--- src/rtl/shift_arbiter_pkg.sv ---
// Shared types and constants for the shift arbiter and its shifter.
package shift_arbiter_pkg;

    typedef enum logic [1:0] {
        ST_IDLE = 2'd0,
        ST_EXEC = 2'd1,
        ST_RESP = 2'd2
    } state_e;

    localparam logic ID_A = 1'b0;
    localparam logic ID_B = 1'b1;

    typedef enum logic [1:0] {
        MODE_SLL = 2'd0,
        MODE_SRL = 2'd1,
        MODE_SRA = 2'd2
    } shift_mode_e;

    // Left shifts ignore the logical flag; right shifts pick fill by it.
    function automatic shift_mode_e mode_of(input logic left, input logic log_f);
        if (left) begin
            return MODE_SLL;
        end
        return log_f ? MODE_SRL : MODE_SRA;
    endfunction

endpackage

--- src/rtl/ShiftLR.sv ---
// Combinational left/right shifter; output is zero while not enabled.
module ShiftLR
    import shift_arbiter_pkg::*;
#(
    parameter int unsigned W = 32
) (
    input  logic        en_i,
    input  logic [W-1:0] data_i,
    input  logic [4:0]  amt_i,
    input  shift_mode_e mode_i,
    output logic [W-1:0] data_o
);

    // Select shift flavour when enabled.
    always_comb begin
        data_o = '0;
        if (en_i) begin
            case (mode_i)
                MODE_SLL: data_o = data_i << amt_i;
                MODE_SRL: data_o = data_i >> amt_i;
                MODE_SRA: data_o = $unsigned($signed(data_i) >>> amt_i);
                default:  data_o = '0;
            endcase
        end
    end

endmodule

--- src/rtl/shift_arbiter.sv ---
// Two-requester round-robin front end sharing one shifter; one op per 2 cycles.
module shift_arbiter
    import shift_arbiter_pkg::*;
#(
    parameter int unsigned W    = 32,
    parameter int unsigned CNTW = 16
) (
    input  logic            clk,
    input  logic            rst,
    input  logic            a_valid,
    output logic            a_ready,
    input  logic [W-1:0]    a_data,
    input  logic [4:0]      a_amt,
    input  logic            a_left,
    input  logic            a_log,
    input  logic            b_valid,
    output logic            b_ready,
    input  logic [W-1:0]    b_data,
    input  logic [4:0]      b_amt,
    input  logic            b_left,
    input  logic            b_log,
    output logic            resp_valid,
    input  logic            resp_ready,
    output logic            resp_id,
    output logic [W-1:0]    resp_data,
    output logic            busy,
    output logic [CNTW-1:0] op_count
);

    state_e      state_q, state_d;
    logic        rr_q, rr_d;          // 0: favour A, 1: favour B
    logic [W-1:0] op_data_q, op_data_d;
    logic [4:0]  op_amt_q, op_amt_d;
    shift_mode_e op_mode_q, op_mode_d;
    logic        op_id_q, op_id_d;
    logic [W-1:0] resp_data_q, resp_data_d;
    logic        resp_id_q, resp_id_d;
    logic [CNTW-1:0] cnt_q, cnt_d;

    logic        grant_ok;
    logic        shift_en;
    logic [W-1:0] shift_out;

    ShiftLR #(.W(W)) u_shift (
        .en_i   (shift_en),
        .data_i (op_data_q),
        .amt_i  (op_amt_q),
        .mode_i (op_mode_q),
        .data_o (shift_out)
    );

    // Arbitration: ready depends on valid only through the winner choice.
    always_comb begin
        grant_ok = (state_q == ST_IDLE) || ((state_q == ST_RESP) && resp_ready);
        a_ready  = grant_ok && a_valid && (!b_valid || !rr_q);
        b_ready  = grant_ok && b_valid && (!a_valid || rr_q);
    end

    // Next-state, operand capture, response capture and counter.
    always_comb begin
        state_d     = state_q;
        rr_d        = rr_q;
        op_data_d   = op_data_q;
        op_amt_d    = op_amt_q;
        op_mode_d   = op_mode_q;
        op_id_d     = op_id_q;
        resp_data_d = resp_data_q;
        resp_id_d   = resp_id_q;
        cnt_d       = cnt_q;
        shift_en    = 1'b0;

        case (state_q)
            ST_EXEC: begin
                shift_en    = 1'b1;
                resp_data_d = shift_out;
                resp_id_d   = op_id_q;
                state_d     = ST_RESP;
            end
            ST_RESP: begin
                if (resp_ready) begin
                    if (cnt_q != '1) begin
                        cnt_d = cnt_q + CNTW'(1);
                    end
                    state_d = ST_IDLE;
                end
            end
            default: ;
        endcase

        if (a_ready) begin
            op_data_d = a_data;
            op_amt_d  = a_amt;
            op_mode_d = mode_of(a_left, a_log);
            op_id_d   = ID_A;
            rr_d      = 1'b1;
            state_d   = ST_EXEC;
        end else if (b_ready) begin
            op_data_d = b_data;
            op_amt_d  = b_amt;
            op_mode_d = mode_of(b_left, b_log);
            op_id_d   = ID_B;
            rr_d      = 1'b0;
            state_d   = ST_EXEC;
        end
    end

    // State and datapath registers.
    always_ff @(posedge clk or posedge rst) begin
        if (rst) begin
            state_q     <= ST_IDLE;
            rr_q        <= 1'b0;
            op_data_q   <= '0;
            op_amt_q    <= '0;
            op_mode_q   <= MODE_SLL;
            op_id_q     <= ID_A;
            resp_data_q <= '0;
            resp_id_q   <= ID_A;
            cnt_q       <= '0;
        end else begin
            state_q     <= state_d;
            rr_q        <= rr_d;
            op_data_q   <= op_data_d;
            op_amt_q    <= op_amt_d;
            op_mode_q   <= op_mode_d;
            op_id_q     <= op_id_d;
            resp_data_q <= resp_data_d;
            resp_id_q   <= resp_id_d;
            cnt_q       <= cnt_d;
        end
    end

    assign resp_valid = (state_q == ST_RESP);
    assign busy       = (state_q != ST_IDLE);
    assign resp_data  = resp_data_q;
    assign resp_id    = resp_id_q;
    assign op_count   = cnt_q;

endmodule

--- config.mk ---
export PLATFORM = sky130hd
export DESIGN_NAME = shift_arbiter
export DESIGN_NICKNAME = d
export VERILOG_FILES = /design/src/rtl/shift_arbiter_pkg.sv /design/src/rtl/ShiftLR.sv /design/src/rtl/shift_arbiter.sv
export SDC_FILE = /design/constraint.sdc
export NUM_CORES = 1
export LEC_CHECK = 0
export ABC_AREA = 1
export CAP_MARGIN = 20
export CORE_MARGIN = 4
export CORE_UTILIZATION = 59
export DETAILED_ROUTE_END_ITERATION = 7
export PLACE_DENSITY = 0.88
export SLEW_MARGIN = 20
export SYNTH_ARGS = -nofsm -noshare
export SYNTH_HDL_FRONTEND = slang
export SYNTH_SLANG_ARGS = --single-unit
--- constraint.sdc ---
create_clock -name clk -period 4.9 [get_ports clk]
set_input_delay 0.98 -clock clk [delete_from_list [all_inputs] [get_ports clk]]
set_output_delay 0.98 -clock clk [all_outputs]
set_load 0.02 [all_outputs]
== Word-level counts from Yosys, hierarchy flattened ==
Cells that the tools add are included.
Storage, ports and cells
  register bits after elaboration: 92
  bits in latches: 0
  bits in writable memories: 0
  memory bits (read-only): 0
  input bits: 83
  word-level logic and storage cells: 65
  memories: 0
Cells by class
  $add $sub $neg: 1
  multiply operators: 0
  div/mod/pow operators: 0
  $lt $le $gt $ge: 0
  equal/unequal tests: 6
  shifts and indexed selects: 3
  mux-type cells: 28
  bitwise operators: 0
  reductions and logical operators: 18
Operator list (number)
  $mux W32: 3
  $pmux W32 S3: 1
  $shl A32 B5 Y32: 1
  $shr A32 B5 Y32: 1
  $sshr A32 B5 Y32: 1
  $mux W2: 11
  $add A16 B1 Y16 const B: 1
  $ne A16 B16 Y1 const B: 1
  $mux W1: 10
  $mux W5: 2
  $logic_and A1 B1 Y1: 5
  $eq A2 B1 Y1 const B: 2
  $eq A2 B2 Y1 const B: 2
  $logic_not A2 Y1: 2
  $ne A4 B3 Y1 const B: 1
  $pmux W2 S2: 1
  $reduce_bool A2 Y1: 2
  $reduce_bool A4 Y1: 1
  $logic_not A1 Y1: 3
  $logic_or A1 B1 Y1: 3
  $reduce_and A3 Y1: 1
  $reduce_and A2 Y1: 1

== Depth between registers and ports, before layout ==
  depth after elaboration: 10
  mapped depth: 17
  mapped depth without buffers: 15

== Cells and area by module ==
A second synthesis with hierarchy kept.
Second synthesis, totals
  cell total of the unflattened synthesis: 1297
  area total of the unflattened synthesis: 8257.9 um^2
Modules (own cells, without submodules)
  shift_arbiter: times used 1, cells each 483, area an instance 4255.3 um^2, seq. area each 2302.2 um^2
  ShiftLR: times used 1, cells each 814, area an instance 4002.6 um^2, seq. area each 0.0 um^2

== Worst setup path after synthesis ==
OpenSTA, ideal clock, no wires.
  path type: input port to output port
  start point: input resp_ready
  end point: output a_ready
  arrival: 1.761 ns
  setup slack: 2.159 ns
  stages: 7
  path buffers: 1
  path through: nand2_1 inv_2 nor2_2 inv_1 nand2_1 inv_2 clkbuf_1
Between the ends
  cells in the longest elaborated chain, start to end: 4
RTL lines
  start, declared: RTL line shift_arbiter.sv:23  | input logic resp_ready,
  $logic_and A1 B1 Y1: RTL line shift_arbiter.sv:54  | grant_ok = (state_q == ST_IDLE) || ((state_q == ST_RESP) && resp_ready);
  $logic_or A1 B1 Y1: RTL line shift_arbiter.sv:54
  $logic_and A1 B1 Y1 (2 in a row): RTL line shift_arbiter.sv:55  | a_ready = grant_ok && a_valid && (!b_valid || !rr_q);
  end, declared: RTL line shift_arbiter.sv:11  | output logic a_ready,
Every way passes these cells.

== Worst setup path in the final report ==
Ends and elaborated chain as after synthesis.

==> results.toml <==
[yosys]
synth_edf_count = 0
synth_top_area_share_pct = 30.03
postSynthCellCount = 1217
synth_warnings = 0
synthFlopType = "dfrtp_1"
avgSynthCellArea_um2 = 6.300
syn_area_mm2 = 0.007667
synthTopCellsByCount = "392 x nand2_1, 302 x nand3_1, 92 x dfrtp_1"
synth_nets = 1304
synth-seq-cells = 92
ys_types = 41
synthTopCellsByArea = "dfrtp_1 30%, nand3_1 20%, nand2_1 19%"
synth_largest_area_cell = "dfrtp_1"
ys_async_sr_fraction_pct = 100.0
synth.most_common_cell = "nand2_1"
ys_seq_area_share_pct = 30.03

[placement]
dp_hpwl_um = 18780
place_congestion = 0.9958
io_buffers = 135

[hold_path]
min_to = "resp_data[0]$_DFFE_PP0P_"
min_path_type = "register to register"
hold_depth = 2
hold_path.startpoint = "resp_data[0]$_DFFE_PP0P_"

[layout]
fillers = 1103
diodes = 0
final_nets = 1386
syn2layout_area_growth_pct = 19.94
drive_gt1_share_pct = 7.055

[global_route]
grt_max_degree = 66
antenna_found_initial = 0
grt_usage_pct = 35.04
grt_pass1_vias = 8479
grt-ovfl-total = 0
grt_pass1_wl_um = 42030

[detailed_routing]
wirelength_um = 25480
ant_nets = 0
drtPass1Iterations = 6
top_layer = "met4"
wl_met1_um = 10380
wl_per_cell_um = 17.26
drt_iter0_drc = 1241
num_vias = 9039
dr_wl_met3_um = 2472
wl_met2_um = 11660
routed_via_density = 6.124
drc = 0

[critical_path]
timing.rr.end = "resp_data[2]$_DFFE_PP0P_"
crit_fanout = 2
required_ns = 3.92
cp-startpoint = "resp_ready"
cp.arrival_ns = 2.40
critPathTopFamily = "buffers and inverters"
path_class = "input port to output port"
slowest_stage = "clkdlybuf4s50_1"
max_stage_delay_ns = 0.59
reg2reg_from = "state_q[1]$_DFFE_PP0P_"
worst_setup_path_start_kind = "input port"
critPathBufInv = 5
r2r_cells = 8
worstSetupEndpointType = "output port"
r2r_setup_slack_ns = 1.89
path_cells = "clkdlybuf4s50_1, nand2_1, inv_2, nor2_2, inv_1, nand2_1, inv_2, clkdlybuf4s50_1"

[timing]
hold_viol_final = 0
fin_worst_skew_ns = 0.007633
finalMaxSlewViolations = 0
rsz0062_at_grt = "false"
fmax_ghz = 0.2960
setup_violations = 0
relSlewSlack_pct = 25.77
tns_ns = 0
worst_slew_pin_slew_ns = 1.112
period_needed_ns = 3.378
timing.final.crit_share_pct = 68.94

[run]
maxCapViolations = 0

[cts]
clkTransAtPathRegs_ns = 0.07
ctsRootBufferMaster = "clkbuf_16"
clk_latency_ns = 0.35
cts_buffer_depth = 2
cts.sinks = 92
cts_inserted_buffers = 9
cts_resized = 0
htree_num_levels = 3
cts_tree = "done"
cts_hold_buf = 0
cts_setup_buffers = 0

[floorplanning]
core_mm2 = 0.01267
dieWidth_um = 122.0
die_h_um = 122.0
start_util_pct = 60.51
pin_count = 136
num_rows = 41
die-area_mm2 = 0.01488

[outcome]
status = "finished, final reports clean"

[power]
leakagePower_nw = 4.420
power_mw = 7.420
power_density_mw_per_mm2 = 806.8
ir_drop_mv = 0.5546
==> per-layer routing <==
metal | vias to the layer above | global-route usage, %
li1 | 4250 | -
met1 | 4205 | 47.34
met2 | 510 | 55.73
met3 | 74 | 6.314
met4 | 0 | 14.22
met5 | - | 0
==> power by group <==
| group | switching (mW) | leakage [nW] | internal (mW) |
|---|---|---|---|
| clock | 0.326 | 0.138 | 0.367 |
| combinational | 3.60 | 3.15 | 1.69 |
| sequential | 0.359 | 1.14 | 1.08 |
| total | 4.28 | 4.42 | 3.14 |
==> sequential cells by signal, indices dropped and copies added (netlist names) <==
| name | flops |
|---|---|
| resp_id | 1 |
| rr_q | 1 |
| resp_data | 32 |
| op_id_q | 1 |
| state_q | 2 |
| op_amt_q | 5 |
| op_data_q | 32 |
| op_count | 16 |
| op_mode_q | 2 |
==> cell usage in the layout (no fill, tap or decap), types with 2 or more instances in the layout <==
cell type          n
nand3_2            2
inv_1             36
ha_1               4
nor2_2             6
o21ai_1           18
nor2_1            71
xor2_1             9
dfrtp_1           91
o21ai_2            4
buf_4             11
nand4_1           11
a31oi_1            4
nand2_1          392
clkinvlp_4         2
inv_6              4
nand2_4            4
nand2_2           22
clkdlybuf4s50_1  135
inv_2             17
o21a_1             2
xnor2_1            5
clkbuf_16          9
nand3_1          302
nor3_1             6
o21ai_0           29
o211ai_1          28
o22ai_1            8
nor2_4             5
a21oi_1           50
and2_1             4
==> worst min-delay path, delay by kind of cell, from the launching register on <==
family	cells	cell delay [ns]
and+or+nand+nor	2	0.10
DFF	1	0.35
==> how the worst max path moves through the flow <==
stage	endpoint	slack, ns	cells past startpoint
floorplan	op_amt_q[0]$_DFFE_PP0P_	1.53	1
global placement	a_ready	1.54	8
detailed placement	a_ready	1.52	8
CTS	a_ready	1.52	8
global route	a_ready	1.42	8
finish	a_ready	1.52	8
==> cell type report <==
| class | instances | area (µm²) | area share (%) |
|---|---|---|---|
| Clock buffer | 10 | 239.0 | 2.599 |
| Clock inverter | 6 | 52.55 | 0.5714 |
| Inverter | 55 | 212.7 | 2.313 |
| Multi-Input combinational cell | 995 | 4740 | 51.54 |
| Sequential cell | 92 | 2303 | 25.05 |
| Tap cell | 172 | 215.2 | 2.340 |
| Timing Repair Buffer | 146 | 1434 | 15.59 |
==> kinds of logic after synthesis <==
family                     count (synthesis)  synth area share (%)
and+or+nand+nor                          830                 48.42
DFF                                       92                 30.03
buffers and inverters                    130                 8.159
AOI/OAI and AO/OA                        147                 11.15
xor gates and xnor gates                  14                 1.599
adders and majority gates                  4                0.6528
==> stage by stage <==
step	util [%]	std cells	hold slack [ns]	worst slack [ns]	area [µm²]
floorplan	-	1217	0.4645	1.528	7667
global route	72.58	1476	0.5011	1.422	9196
finish	72.58	1476	0.4811	1.522	9196
detailed placement	70.28	1460	0.4659	1.523	8905
CTS	72.58	1476	0.4841	1.516	9196
global placement	70.28	1460	0.4629	1.537	8905
(Power assumes the default switching activity.)
